`src/rtl/uart_tx_fifo_pkg.sv`:
```
// Shared definitions for the UART FIFO blocks (TX and RX side).
// Provides the launch FSM state encoding, default sizes and a depth helper.
package uart_tx_fifo_pkg;

    localparam int DEF_DBIT   = 8;
    localparam int DEF_ADDR_W = 4;

    typedef enum logic {
        ST_IDLE = 1'b0,
        ST_BUSY = 1'b1
    } launch_state_t;

    function automatic int fifo_depth(input int addr_w);
        return 1 << addr_w;
    endfunction

endpackage

```
`src/rtl/uart_tx_fifo_if.sv`:
```
// Host/transmitter bundle for uart_tx_fifo.
// master: host + transmitter side (drives wr, w_data, tx_done_tick).
// slave : the FIFO (drives flags, count, overflow, tx_start, tx_din, busy).
interface uart_tx_fifo_if
    import uart_tx_fifo_pkg::*;
#(
    parameter int DBIT   = DEF_DBIT,
    parameter int ADDR_W = DEF_ADDR_W
);
    logic            wr;
    logic [DBIT-1:0] w_data;
    logic            full;
    logic            empty;
    logic [ADDR_W:0] count;
    logic            overflow;
    logic            tx_start;
    logic [DBIT-1:0] tx_din;
    logic            tx_done_tick;
    logic            busy;

    modport master (
        output wr, w_data, tx_done_tick,
        input  full, empty, count, overflow,
        input  tx_start, tx_din, busy
    );

    modport slave (
        input  wr, w_data, tx_done_tick,
        output full, empty, count, overflow,
        output tx_start, tx_din, busy
    );

endinterface

```
`src/rtl/uart_tx_fifo_fifo_ctrl.sv`:
```
// Circular FIFO bookkeeping: pointers, occupancy, full/empty, overflow.
// Ports: clk, reset, wr, pop in; push, wptr, rptr, count, full, empty, overflow out.
module uart_tx_fifo_fifo_ctrl
    import uart_tx_fifo_pkg::*;
#(
    parameter int ADDR_W = DEF_ADDR_W
) (
    input  logic              clk,
    input  logic              reset,
    input  logic              wr,
    input  logic              pop,
    output logic              push,
    output logic [ADDR_W-1:0] wptr,
    output logic [ADDR_W-1:0] rptr,
    output logic [ADDR_W:0]   count,
    output logic              full,
    output logic              empty,
    output logic              overflow
);

    localparam logic [ADDR_W:0] FULL_CNT = (ADDR_W+1)'(fifo_depth(ADDR_W));

    // Push is judged on the pre-edge full flag, so a same-cycle pop
    // on a full FIFO does not make room for the write.
    assign push  = wr & ~full;
    assign full  = (count == FULL_CNT);
    assign empty = (count == '0);

    always_ff @(posedge clk or posedge reset) begin
        if (reset) begin
            wptr     <= '0;
            rptr     <= '0;
            count    <= '0;
            overflow <= 1'b0;
        end else begin
            overflow <= wr & full;
            if (push) wptr <= wptr + 1'b1;
            if (pop)  rptr <= rptr + 1'b1;
            case ({push, pop})
                2'b10:   count <= count + 1'b1;
                2'b01:   count <= count - 1'b1;
                default: count <= count;
            endcase
        end
    end

endmodule

```
`src/rtl/uart_tx_fifo.sv`:
```
// Transmit buffer + launch controller feeding a UART transmitter.
// Ports: clk, reset, bus (slave: wr/w_data in, flags/count/overflow, tx_start/tx_din/busy out, tx_done_tick in).
module uart_tx_fifo
    import uart_tx_fifo_pkg::*;
#(
    parameter int DBIT   = DEF_DBIT,
    parameter int ADDR_W = DEF_ADDR_W
) (
    input  logic           clk,
    input  logic           reset,
    uart_tx_fifo_if.slave  bus
);

    logic [DBIT-1:0]   mem [fifo_depth(ADDR_W)];
    logic              push;
    logic              pop;
    logic [ADDR_W-1:0] wptr;
    logic [ADDR_W-1:0] rptr;
    logic [ADDR_W:0]   count;
    logic              full;
    logic              empty;
    logic              overflow;
    launch_state_t     state;
    logic              tx_start;
    logic [DBIT-1:0]   tx_din;
    logic              busy;

    uart_tx_fifo_fifo_ctrl #(.ADDR_W(ADDR_W)) u_fifo_ctrl (
        .clk      (clk),
        .reset    (reset),
        .wr       (bus.wr),
        .pop      (pop),
        .push     (push),
        .wptr     (wptr),
        .rptr     (rptr),
        .count    (count),
        .full     (full),
        .empty    (empty),
        .overflow (overflow)
    );

    always_ff @(posedge clk) begin
        if (push) mem[wptr] <= bus.w_data;
    end

    // A launch consumes the head entry on the same edge it is captured.
    assign pop = (state == ST_IDLE) && !empty;

    always_ff @(posedge clk or posedge reset) begin
        if (reset) begin
            state    <= ST_IDLE;
            tx_start <= 1'b0;
            tx_din   <= '0;
            busy     <= 1'b0;
        end else begin
            case (state)
                ST_IDLE: begin
                    if (!empty) begin
                        tx_din   <= mem[rptr];
                        tx_start <= 1'b1;
                        busy     <= 1'b1;
                        state    <= ST_BUSY;
                    end else begin
                        tx_start <= 1'b0;
                    end
                end
                ST_BUSY: begin
                    tx_start <= 1'b0;
                    if (bus.tx_done_tick) begin
                        busy  <= 1'b0;
                        state <= ST_IDLE;
                    end
                end
            endcase
        end
    end

    assign bus.full     = full;
    assign bus.empty    = empty;
    assign bus.count    = count;
    assign bus.overflow = overflow;
    assign bus.tx_start = tx_start;
    assign bus.tx_din   = tx_din;
    assign bus.busy     = busy;

endmodule

```
`src/flat_wrapper.sv`:
```
// flat-port wrapper written by rule: the top's interface ports become plain ports
module uart_tx_fifo_flat import uart_tx_fifo_pkg::*;
#(
    parameter int DBIT   = DEF_DBIT,
    parameter int ADDR_W = DEF_ADDR_W
)
  (clk, reset, bus_wr, bus_w_data, bus_tx_done_tick, bus_full, bus_empty, bus_count, bus_overflow, bus_tx_start, bus_tx_din, bus_busy);
  uart_tx_fifo_if #(.DBIT(DBIT), .ADDR_W(ADDR_W)) bus_i ();
  input  logic clk;
  input  logic reset;
  input wire logic [$bits(bus_i.wr)-1:0] bus_wr;
  input wire logic [$bits(bus_i.w_data)-1:0] bus_w_data;
  input wire logic [$bits(bus_i.tx_done_tick)-1:0] bus_tx_done_tick;
  output wire logic [$bits(bus_i.full)-1:0] bus_full;
  output wire logic [$bits(bus_i.empty)-1:0] bus_empty;
  output wire logic [$bits(bus_i.count)-1:0] bus_count;
  output wire logic [$bits(bus_i.overflow)-1:0] bus_overflow;
  output wire logic [$bits(bus_i.tx_start)-1:0] bus_tx_start;
  output wire logic [$bits(bus_i.tx_din)-1:0] bus_tx_din;
  output wire logic [$bits(bus_i.busy)-1:0] bus_busy;
  assign bus_i.wr = bus_wr;
  assign bus_i.w_data = bus_w_data;
  assign bus_i.tx_done_tick = bus_tx_done_tick;
  assign bus_full = bus_i.full;
  assign bus_empty = bus_i.empty;
  assign bus_count = bus_i.count;
  assign bus_overflow = bus_i.overflow;
  assign bus_tx_start = bus_i.tx_start;
  assign bus_tx_din = bus_i.tx_din;
  assign bus_busy = bus_i.busy;
  uart_tx_fifo #(.DBIT(DBIT), .ADDR_W(ADDR_W)) u_core (.clk(clk), .reset(reset), .bus(bus_i));
endmodule
```
`config.mk`:
```
export PLATFORM = sky130hd
export DESIGN_NAME = uart_tx_fifo_flat
export DESIGN_NICKNAME = d
export VERILOG_FILES = /design/src/rtl/uart_tx_fifo_pkg.sv /design/src/rtl/uart_tx_fifo_if.sv /design/src/rtl/uart_tx_fifo_fifo_ctrl.sv /design/src/rtl/uart_tx_fifo.sv /design/src/flat_wrapper.sv
export SDC_FILE = /design/constraint.sdc
export NUM_CORES = 1
export LEC_CHECK = 0
export BUFFER_PORTS_ARGS = -buffer_cell sky130_fd_sc_hd__clkbuf_2
export CORE_MARGIN = 10
export CORE_UTILIZATION = 40
export DETAILED_ROUTE_END_ITERATION = 8
export SLEW_MARGIN = 10
export SYNTH_ARGS = -nofsm -noshare
export SYNTH_HDL_FRONTEND = slang
export SYNTH_HIERARCHICAL = 1
export SYNTH_SLANG_ARGS = --single-unit
```
`constraint.sdc`:
```
create_clock -name clk -period 6.3 [get_ports clk]
set_input_delay 1.26 -clock clk [delete_from_list [all_inputs] [get_ports clk]]
set_output_delay 1.26 -clock clk [all_outputs]
set_load 0.01 [all_outputs]
```
# Yosys cells after proc, flatten, opt, wreduce, memory -nomap -nowiden
# Memories as Yosys holds them, arrays and structs flattened. A register that Yosys moved wholly into a read port is not among the register bits.
# Index checks and enable logic that the tools add are counted.
[op_classes]
add_sub_neg = 4
n_bitwise = 5
n_eq_ne = 5
n_reduce_logical = 6
n_mux = 10
[op_table]
columns = ["cell", "n"]
rows = [
  ["$pmux 5 s2", 1],
  ["$add 4x1->4 const B", 2],
  ["$mux 1", 6],
  ["$pmux 1 s2", 3],
  ["$add 5x1->5 const B", 1],
  ["$eq 5x5->1 const B", 1],
  ["$logic_not 5->1", 1],
  ["$sub 5x1->5 const B", 1],
  ["$ne 2x2->1 const B", 2],
  ["$reduce_and 2->1", 2],
  ["$not 1->1", 3],
  ["$and 1x1->1", 2],
  ["$eq 2x1->1 const B", 1],
  ["$eq 2x2->1 const B", 1],
  ["$reduce_bool 2->1", 1],
  ["$logic_and 1x1->1", 1],
  ["$logic_not 1->1", 1],
]
[word_totals]
memories = 1
ram_bits = 128
out_inout_bits = 18
regBits = 17
inputBits = 12
[memory_table]
columns = ["name", "depth", "word_bits", "read_ports", "rd_clocked_by_memory_dff", "write_ports", "line_no", "rtl"]
rows = [
  ["u_core.mem", 16, 8, 1, 1, 1, "uart_tx_fifo.sv:14", "logic [DBIT-1:0] mem [fifo_depth(ADDR_W)];"],
]

# Logic depth before layout (Yosys ltp)
# Gate-level depths: netlist (run 1).
[logic_depth]
depth_word = 5
ltp_mapped = 15
mapped_depth_nobuf = 11

# By module
# The synthesis (run 1) kept the hierarchy.
[by_module_without_submodules]
columns = ["module", "instances", "area_each_um2", "cells_each", "seq_area_each_um2"]
rows = [
  ["uart_tx_fifo", 1, 5466.5, 322, 4119.0],
  ["uart_tx_fifo_fifo_ctrl", 1, 743.2, 63, 350.3],
]

# Worst setup path after synthesis (run 1)
# No wires, ideal clock.
[synth_path]
path_type = "reg2reg"
startpoint = "reg u_core.u_fifo_ctrl.count[2]"
endpoint = "reg u_core.u_fifo_ctrl.count[2]"
required_ps = 6175
t_arrival_ps = 2983
stages_incl_launch_ff = 16
path_slack_ps = 3191
cell_sequence = "dfrtp_1 > buf_6 > nor4_4 > nor2b_1 > or2_1 > buf_4 > clkinv_1 > buf_4 > ha_1 > clkbuf_1 > xor2_1 > ha_1 > a21oi_1 > xor2_1 > nor2_1 > xor2_1"
[synth_via]
elab_chain_cells = 5
elab_cells_between_ends = 12
[synth_rtl]
columns = ["item", "line_no", "rtl"]
rows = [
  ["start: declaration", "uart_tx_fifo_fifo_ctrl.sv:15", "output logic [ADDR_W:0] count,"],
  ["start signal: assignment", "uart_tx_fifo_fifo_ctrl.sv:40", "2'b10: count <= count + 1'b1;"],
  ["start signal: assignment", "uart_tx_fifo_fifo_ctrl.sv:41", "2'b01: count <= count - 1'b1;"],
  ["start signal: assignment", "uart_tx_fifo_fifo_ctrl.sv:42", "default: count <= count;"],
  ["$logic_not 5->1 (*)", "uart_tx_fifo_fifo_ctrl.sv:27", "assign empty = (count == '0);"],
  ["net bus_empty", "flat_wrapper.sv:15", "output wire logic [$bits(bus_i.empty)-1:0] bus_empty;"],
  ["$logic_not 1->1 (*)", "uart_tx_fifo.sv:47", "assign pop = (state == ST_IDLE) && !empty;"],
  ["$logic_and 1x1->1 (*)", "uart_tx_fifo.sv:47", ""],
  ["net u_core.pop", "uart_tx_fifo.sv:16", "logic pop;"],
  ["$eq 2x1->1 / $eq 2x2->1 (equally long branches)", "uart_tx_fifo_fifo_ctrl.sv:39", "case ({push, pop})"],
  ["$pmux 5 s2 / $reduce_bool 2->1 (equally long branches)", "--", ""],
]
# Mark *: on every way through the listed nets, which the timed path passes. The rest lies on a longest branch.
# A chain may end at the register's enable or synchronous reset.

# Worst setup path in the final report (run 1)
[layout_path]
startpoint = "reg u_core.u_fifo_ctrl.count[2]"
endpoint = "reg u_core.u_fifo_ctrl.count[4]"
[layout_via]
elab_chain_cells = 5
elab_cells_between_ends = 12
[layout_rtl]
columns = ["item", "line_no"]
rows = [
  ["$eq 5x5->1 / $logic_not 5->1 (equally long branches)", "uart_tx_fifo_fifo_ctrl.sv:26, uart_tx_fifo_fifo_ctrl.sv:27"],
  ["$not 1->1 / $logic_not 1->1 (equally long branches)", "uart_tx_fifo_fifo_ctrl.sv:25, uart_tx_fifo.sv:47"],
  ["$and 1x1->1 / $logic_and 1x1->1 (equally long branches)", "uart_tx_fifo_fifo_ctrl.sv:25, uart_tx_fifo.sv:47"],
  ["$eq 2x1->1 / $eq 2x2->1 (equally long branches)", "uart_tx_fifo_fifo_ctrl.sv:39"],
  ["$pmux 5 s2 / $reduce_bool 2->1 (equally long branches)", "--"],
]
# Several ways; a longest one is shown, not always the timed one.

==> results.md, run 1 <==
* Status: finished, final reports clean
* Port bufs at 29
* Final setup viols at 0
* Post-route non-filler standard cell count at 620
* Fill count at 1322
* All-Layer GR Usage at 13.4%
* Vias per std cell at 5.47
* Fmax at 265 MHz
* Worst-path cell chain: nor4_4 > nor2b_1 > or2_1 > clkinv_1 > ha_1 > xor2_1 > ha_1 > a211oi_1 > nor4_1 > xor2_1
* Layout cell share with drive strength beyond 1 at 17.1%
* Clock Latency Late Sink at 0.42 ns
* WHS Path Cells at 1
* Hold Crit Class: flip-flop to flip-flop
* Overall Power at 0.00332 W
* CP endpoint kind: flip-flop
* Clock Pin Slew Worst Setup and Hold Paths at 0.06 ns
* Worst Setup Start Kind: flip-flop
* Via Count at 3393
* DP Wirelength at 8.27 mm
* Vias in the first global route at 3301
* CP max-delay cell: clkinv_1
* R2R depth at 10
* Peak VDD IR at 0.186 mV
* Worst-case headroom to the max-slew limit at 21.5%
* YS warnings at 6
* Leakage at 2.59 nW
* Worst-margin pin slew at 1.18 ns
* Setup tns final at 0 ns
* Area delta synth->final at 14.2%
* CP Class: flip-flop to flip-flop
* Routed Antenna Nets at 0
* DR iter-0 viols at 311
* Post-Route Skew at 0.00732 ns
* Mapped Nets at 402
* WP data required at 6.64 ns
* CTS Root Cell: clkbuf_16
* Core box area at 15200 µm²
* Hold Path End: u_core/state
* FF+latch count, synth at 153
* RR Endpoint: u_core/u_fifo_ctrl/count[4]
* Nets@finish at 437
* Starting Density at 40.8%
* CTS HTree Levels at 4
* Period utilization at 59.9%
* Num CTS Buffers at 17
* Post-Syn Area per Cell at 16.1 µm²
* Per-cell routed wire length at 21.3 µm
* Power Density at 469 nW/µm²
* Max cap viols at 0
* Critical Path Max Stage Delay at 0.66 ns
* Top FF cell, synth: edfxtp_1
* Setup bufs post-CTS at 0
* Yosys cell types at 40
* Max Slew Vio Count at 0
* Crit path max fanout at 23
* CTS tree: built
* Initial DRT Pass Iterations at 5
* Hold path start: u_core/state
* Worst EP arrival at 4.12 ns
* Final hold vios at 0
* Die ar. at 20900 µm²
* Hold buffers post-CTS at 0
* Placed insts at 589
* Largest net degree at the start of global routing at 36
* Post-synth EDFFs at 128
* Die height at 145 µm
* Sequential share of the synthesized area at 72.0%
* Mapped Area at 6210 µm²
* Num rows at 45
* Final wirelength at 13.2 mm
* FF-to-FF Start: u_core/u_fifo_ctrl/count[2]
* Initial antenna violation count at 0
* Antenna Cells at 0
* First-pass GRT wire length at 20.1 mm
* Async set-reset flop share out of synthesis at 16.3%
* Grt ovf at 0
* RSZ-0062 raised after global routing: false
* Post-Synthesis Cells at 385
* Final min period at 3.78 ns
* Resized Gates After CTS at 0
* CTS Sinks at 153
* I/O pins at 30
* RD Place Congestion at 0.819
* CTS max path bufs at 2
* R2R Setup Slk at 2.52 ns
* Remaining DRCs at 0
* Chip Width at 145 µm
[metal layers]
| metal | up-vias | wire length [µm] | global-route usage (%) |
|---|---|---|---|
| li1 | 1557 | - | - |
| met1 | 1705 | 5910 | 17.9 |
| met2 | 118 | 6060 | 19.9 |
| met3 | 13 | 1010 | 4.20 |
| met4 | 0 | 227 | 4.79 |
| met5 | - | 0 | 0 |
[cell type report]
cell class / instances / area [µm²] / area share, %
well taps: 188 / 235 / 3.32
flip-flops and latches: 153 / 4470 / 63.1
clock inverters: 13 / 155 / 2.19
clock buffers: 18 / 429 / 6.05
multi-input cells: 208 / 1590 / 22.4
repair buffers: 35 / 190 / 2.68
inverters: 5 / 21.3 / 0.300
[per-stage QoR]
step	instance area (µm²)	setup slack (ns)	utilization (%)	hold WS [ns]
after floorplan	6210	3.19	-	0.444
after global placement	6500	2.66	42.8	0.475
after detailed placement	6500	2.57	42.8	0.483
after CTS	7090	2.53	46.6	0.491
after global routing	7090	2.25	46.7	0.528
final	7090	2.52	46.7	0.491
[critical path, delay by kind of cell (launching register included)]
family	cells	cell delay, ns
XOR/XNOR	2	0.37
adder cells (fa/ha/maj)	2	0.79
flip-flops	1	0.48
buffers and inverters	1	0.66
AND/OR/NAND/NOR	4	1.32
AO/OA/AOI/OAI	1	0.09
[cells by family (layout without fill, tap and decap cells)]
family | after synthesis | in the layout | share of synthesized area [%]
flops | 153 | 153 | 72.0
simple gates | 85 | 85 | 7.29
mux | 67 | 67 | 11.3
compound gates | 39 | 39 | 4.21
buf+inv | 24 | 71 | 2.50
xor+xnor | 12 | 12 | 1.69
fa+ha+maj | 5 | 5 | 1.01
[synth_stat cells, types with 3 or more instances]
| library cell | n | area, µm² |
|---|---|---|
| edfxtp_1 | 128 | 3840 |
| mux2i_1 | 62 | 621 |
| dfrtp_1 | 25 | 626 |
| a22oi_1 | 22 | 165 |
| nand2_1 | 21 | 78.8 |
| nand4_1 | 17 | 106 |
| nor2_1 | 15 | 56.3 |
| a21oi_1 | 11 | 55.1 |
| buf_4 | 10 | 75.1 |
| nand3_1 | 9 | 45.0 |
| xor2_1 | 7 | 61.3 |
| nor3_1 | 6 | 30.0 |
| ha_1 | 5 | 62.6 |
| xnor2_1 | 5 | 43.8 |
| clkbuf_1 | 4 | 15.0 |
| nor2b_1 | 4 | 25.0 |
| buf_6 | 3 | 33.8 |
| inv_1 | 3 | 11.3 |
| nand2b_1 | 3 | 18.8 |
[layout by cell type, fill, tap and decap left out, types with 2 or more instances in the layout]
cell          n
a21oi_1      11
a22oi_1      22
buf_4         6
bufinv_16     3
clkbuf_16    17
clkbuf_2     29
clkinv_1      4
clkinvlp_4    6
dfrtp_1      24
edfxtp_1    128
ha_1          5
inv_1         3
mux2_2        2
mux2i_1      62
mux4_2        2
nand2_1      21
nand2b_1      3
nand3_1       9
nand3b_1      2
nand4_1      17
nor2_1       15
nor2b_1       4
nor3_1        5
xnor2_1       5
xor2_1        7
[worst max path at each step]
stage	slack, ns	endpoint	start	depth (start not counted)
floorplan	3.19	u_core/u_fifo_ctrl/count[2]	u_core/u_fifo_ctrl/count[2]	15
global placement	2.66	u_core/u_fifo_ctrl/count[2]	u_core/u_fifo_ctrl/count[2]	11
detailed placement	2.57	u_core/u_fifo_ctrl/count[4]	u_core/u_fifo_ctrl/count[2]	10
CTS	2.53	u_core/u_fifo_ctrl/count[4]	u_core/u_fifo_ctrl/count[2]	10
global route	2.25	u_core/u_fifo_ctrl/count[2]	u_core/u_fifo_ctrl/count[2]	11
finish	2.52	u_core/u_fifo_ctrl/count[4]	u_core/u_fifo_ctrl/count[2]	10
[sequential cells by signal, indices dropped and copies added (netlist names)]
register                     count
u_core/bus.tx_start              1
u_core/u_fifo_ctrl/rptr          4
u_core/u_fifo_ctrl/count         5
u_core/mem                     128
u_core/u_fifo_ctrl/wptr          4
u_core/u_fifo_ctrl/overflow      1
u_core/bus.busy                  1
u_core/bus.tx_din                8
u_core/state                     1
[report_power, final]
group | total, W | switching [W] | internal, W
clock | 0.000998 | 0.000382 | 0.000616
sequential | 0.00147 | 0.000197 | 0.00127
combinational | 0.000860 | 0.000499 | 0.000361
No activity file was read; power rests on OpenSTA's default activity.
==> run 2: changes to the inputs <==
--- a/config.mk
+++ b/config.mk
@@ -5,6 +5,7 @@
 export SDC_FILE = /design/constraint.sdc
 export NUM_CORES = 1
 export LEC_CHECK = 0
+export ABC_AREA = 1
 export BUFFER_PORTS_ARGS = -buffer_cell sky130_fd_sc_hd__clkbuf_2
 export CORE_MARGIN = 10
 export CORE_UTILIZATION = 40
==> constraint.sdc (replaced) <==
create_clock -name clk -period 3.65 [get_ports clk]
set_input_delay 0.73 -clock clk [delete_from_list [all_inputs] [get_ports clk]]
set_output_delay 0.73 -clock clk [all_outputs]
set_load 0.01 [all_outputs]
==> run 2 against run 1 <==
  * Maximum frequency grew 71%
  * Final area grew 2.6%
  * Highest routed layer unchanged
  * Critical path type unchanged
  * Sequential power grew 64%
  * Critical endpoint unchanged
  * Largest power group unchanged
==> results.md, run 2 <==
* Vias in the first global route at 4270 (+29%)
* Top Registers: u_core/mem (128), u_core/bus.tx_din (8), u_core/u_fifo_ctrl/count (5)
* Final hold vios at 0 (unchanged)
* Largest net degree at the start of global routing at 68 (+89%)
* Port bufs at 29 (unchanged)
* Leakage at 2.91 nW (+12%)
* Starting Density at 40.9% (+0.056 points)
* Clock Pin Slew Worst Setup and Hold Paths at 0.06 ns (about the same)
* Fill count at 1457 (+10%)
* Die height at 148 µm (+2.1%)
* Final setup viols at 0 (unchanged)
* Nets@finish at 626 (+43%)
* CP endpoint kind: flip-flop
* CP max-delay cell: dfrtp_1
* PnR worst setup slack at 1.44 ns (-1.09 ns)
* Remaining DRCs at 0 (unchanged)
* Post-Synthesis Cells at 584 (+52%)
* Leading area contributor after synthesis: edfxtp_1
* Num rows at 46 (+2.2%)
* CTS Root Cell: clkbuf_16
* Commonest non-fill, non-tap cells in the layout: nand2_1 (222), edfxtp_1 (128), nand3_1 (106)
* R2R Setup Slk at 1.44 ns (-1.09 ns)
* FF+latch count, synth at 153 (unchanged)
* CP startpoint: u_core/u_fifo_ctrl/count[2]
* Vias per std cell at 5.07 (-7.3%)
* Status: finished, final reports clean
* CTS max path bufs at 2 (unchanged)
* CTS HTree Levels at 4 (unchanged)
* Post-Syn Area per Cell at 11.2 µm² (-31%)
* Initial antenna violation count at 0 (unchanged)
* R2R depth at 14 (+4)
* Synth cell count leaders: nand2_1 (222), edfxtp_1 (128), nand3_1 (106)
* Hold Crit Class: primary input to asynchronous set/reset pin
* Die ar. at 21800 µm² (+4.3%)
* Per-cell routed wire length at 17.6 µm (-18%)
* Post-Route Skew at 0.00644 ns (-0.000886 ns)
* CTS Sinks at 153 (unchanged)
* Post-synth EDFFs at 128 (unchanged)
* DR iter-0 viols at 460 (+48%)
* Final min period at 2.21 ns (-1.56 ns)
* Peak VDD IR at 0.430 mV (+130%)
* Final wirelength at 14.7 mm (+11%)
* First-pass GRT wire length at 23.5 mm (+17%)
* Via Count at 4251 (+25%)
* Sequential share of the synthesized area at 68.5% (-3.4 points)
* Worst-path cell chain: nor2_2 > nand4_2 > nand2_4 > ha_1 > inv_2 > nand2_1 > nand2_1 > ha_1 > inv_1 > nand2_1 > nand3_1 > nand3_1 > nand3_1 > nand2_1
* Yosys top cell area share at 58.9% (-3.0 points)
* Grt ovf at 0 (unchanged)
* Final core occ at 45.6% (-1.0 points)
* Mapped Area at 6520 µm² (+5.0%)
* Hold buffers post-CTS at 0 (unchanged)
* Largest cells by area after synthesis: edfxtp_1 (59%), nand2_1 (13%), dfrtp_1 (9.6%)
* All-Layer GR Usage at 14.0% (+0.66 points)
* Worst Setup Start Kind: flip-flop
* Num CTS Buffers at 17 (unchanged)
* I/O pins at 30 (unchanged)
* CP Class: flip-flop to flip-flop
* Power Density at 860 nW/µm² (+84%)
* CTS tree: built
* Initial DRT Pass Iterations at 5 (unchanged)
* Worst Path Buf+Inv at 2 (+1)
* Worst-margin pin slew at 1.07 ns (-0.108 ns)
* DP Wirelength at 9.33 mm (+13%)
* Worst EP arrival at 2.53 ns (-1.59 ns)
* Max reg flops at 128 (unchanged)
* Most used cell along the critical path: nand2_1
* Crit path max fanout at 7 (-70%)
* Commonest non-fill, non-tap cell in the layout: nand2_1
* Register with the most flip-flops: u_core/mem
* Top FF cell, synth: edfxtp_1
* Async set-reset flop share out of synthesis at 16.3% (unchanged)
* Area delta synth->final at 11.6%
* Critical Path Max Stage Delay at 0.45 ns (-0.21 ns)
* Setup bufs post-CTS at 0 (unchanged)
* YS warnings at 6 (unchanged)
* FF-to-FF Start: u_core/u_fifo_ctrl/count[2]
* Most common cell in the synthesized netlist: nand2_1
* WP data required at 3.96 ns (-2.68 ns)
* Max cap viols at 0 (unchanged)
* Clock Latency Late Sink at 0.42 ns (about the same)
* WP depth at 14 (+4)
* Setup crit end: u_core/u_fifo_ctrl/count[4]
* Worst-case headroom to the max-slew limit at 28.7% (+7.2 points)
* Layout cell share with drive strength beyond 1 at 12.1% (-5.1 points)
* Setup tns final at 0 ns (unchanged)
* Chip Width at 148 µm (+2.1%)
* RR Endpoint: u_core/u_fifo_ctrl/count[4]
* RSZ-0062 raised after global routing: false
* Resized Gates After CTS at 0 (unchanged)
* Core box area at 15900 µm² (+4.9%)
* Max Slew Vio Count at 0 (unchanged)
* Period utilization at 60.7% (+0.73 points)
* Routed Antenna Nets at 0 (unchanged)
* CP delay by family, top: simple AND/OR/NAND/NOR gates
* Fmax at 452 MHz (+71%)
* Antenna Cells at 0 (unchanged)
* RD Place Congestion at 0.836 (+2.1%)
* Yosys cell types at 24 (-40%)
* DP Worst Slack at 1.40 ns (-1.17 ns)
* Mapped Nets at 601 (+50%)
==> run 2: changes by cell type in the layout (fill, tap and decap cells not counted), sizes merged, moves of 15 or more <==
cell / before / now
nand2: 21 / 223
nand3: 9 / 106
a22oi: 22 / 0
nand4: 17 / 2
inv: 4 / 29
mux2i: 62 / 0
==> run 2: metrics by stage <==
stage / area (µm²) / hold WS [ns] / total power, W / cells
after floorplan: 6520 / 0.440 / 0.00407 / 584
after global placement: 6700 / 0.465 / 0.00451 / 806
after detailed placement: 6700 / 0.474 / 0.00456 / 806
after CTS: 7280 / 0.288 / 0.00628 / 838
after global routing: 7280 / 0.315 / 0.00669 / 838
final: 7280 / 0.289 / 0.00626 / 838
==> run 2: metal layers <==
metal	vias to the layer above	global-route usage [%]	part of all wire, %
li1	2030	-	-
met1	2062	19.0	46
met2	144	21.3	46
met3	15	4.21	7.9
met4	0	4.01	0.96
met5	-	0	0
==> run 2: kinds of logic after synthesis <==
| logic type | count (synthesis) | share of synthesized area (%) |
|---|---|---|
| flip-flops | 153 | 68.5 |
| adder cells (fa/ha/maj) | 5 | 0.959 |
| buffers and inverters | 52 | 5.47 |
| AND/OR/NAND/NOR | 358 | 23.2 |
| multiplexers | 1 | 0.173 |
| AO/OA/AOI/OAI | 6 | 0.460 |
| XOR/XNOR | 9 | 1.21 |
==> run 2: power by group <==
part	switching [W]	total [W]	internal [W]
registers	0.000215	0.00241	0.00220
clock network	0.000697	0.00171	0.00101
logic	0.00149	0.00214	0.000647
==> run 2: worst min path at each step <==
stage / start / endpoint / slack (ns) / cells past startpoint
after floorplan: u_core/state / u_core/bus.busy / 0.44 / 1
after global placement: u_core/bus.tx_din[0] / u_core/bus.tx_din[0] / 0.47 / 2
after detailed placement: u_core/bus.tx_din[0] / u_core/bus.tx_din[0] / 0.47 / 2
after CTS: reset / u_core/bus.tx_din[1] / 0.29 / 2
after global routing: reset / u_core/bus.tx_din[4] / 0.32 / 2
final: reset / u_core/bus.tx_din[3] / 0.29 / 2
==> run 2: layout make-up <==
cell class              instances  area (µm²)  area share [%]
flip-flops and latches        153        4470            61.4
multi-input cells             379        1700            23.3
clock buffers                  18         429            5.90
well taps                     216         270            3.71
repair buffers                 32         168            2.30
clock inverters                14         146            2.01
inverters                      26        97.6            1.34
==> run 2: worst register-to-register path: stages (launching register included) <==
cell     delay, ns
dfrtp_1       0.45
nor2_2        0.17
nand4_2       0.15
nand2_4       0.16
ha_1          0.33
inv_2         0.07
nand2_1       0.06
nand2_1       0.08
ha_1          0.19
inv_1         0.05
nand2_1       0.07
nand3_1       0.10
nand3_1       0.08
nand3_1       0.10
nand2_1       0.05
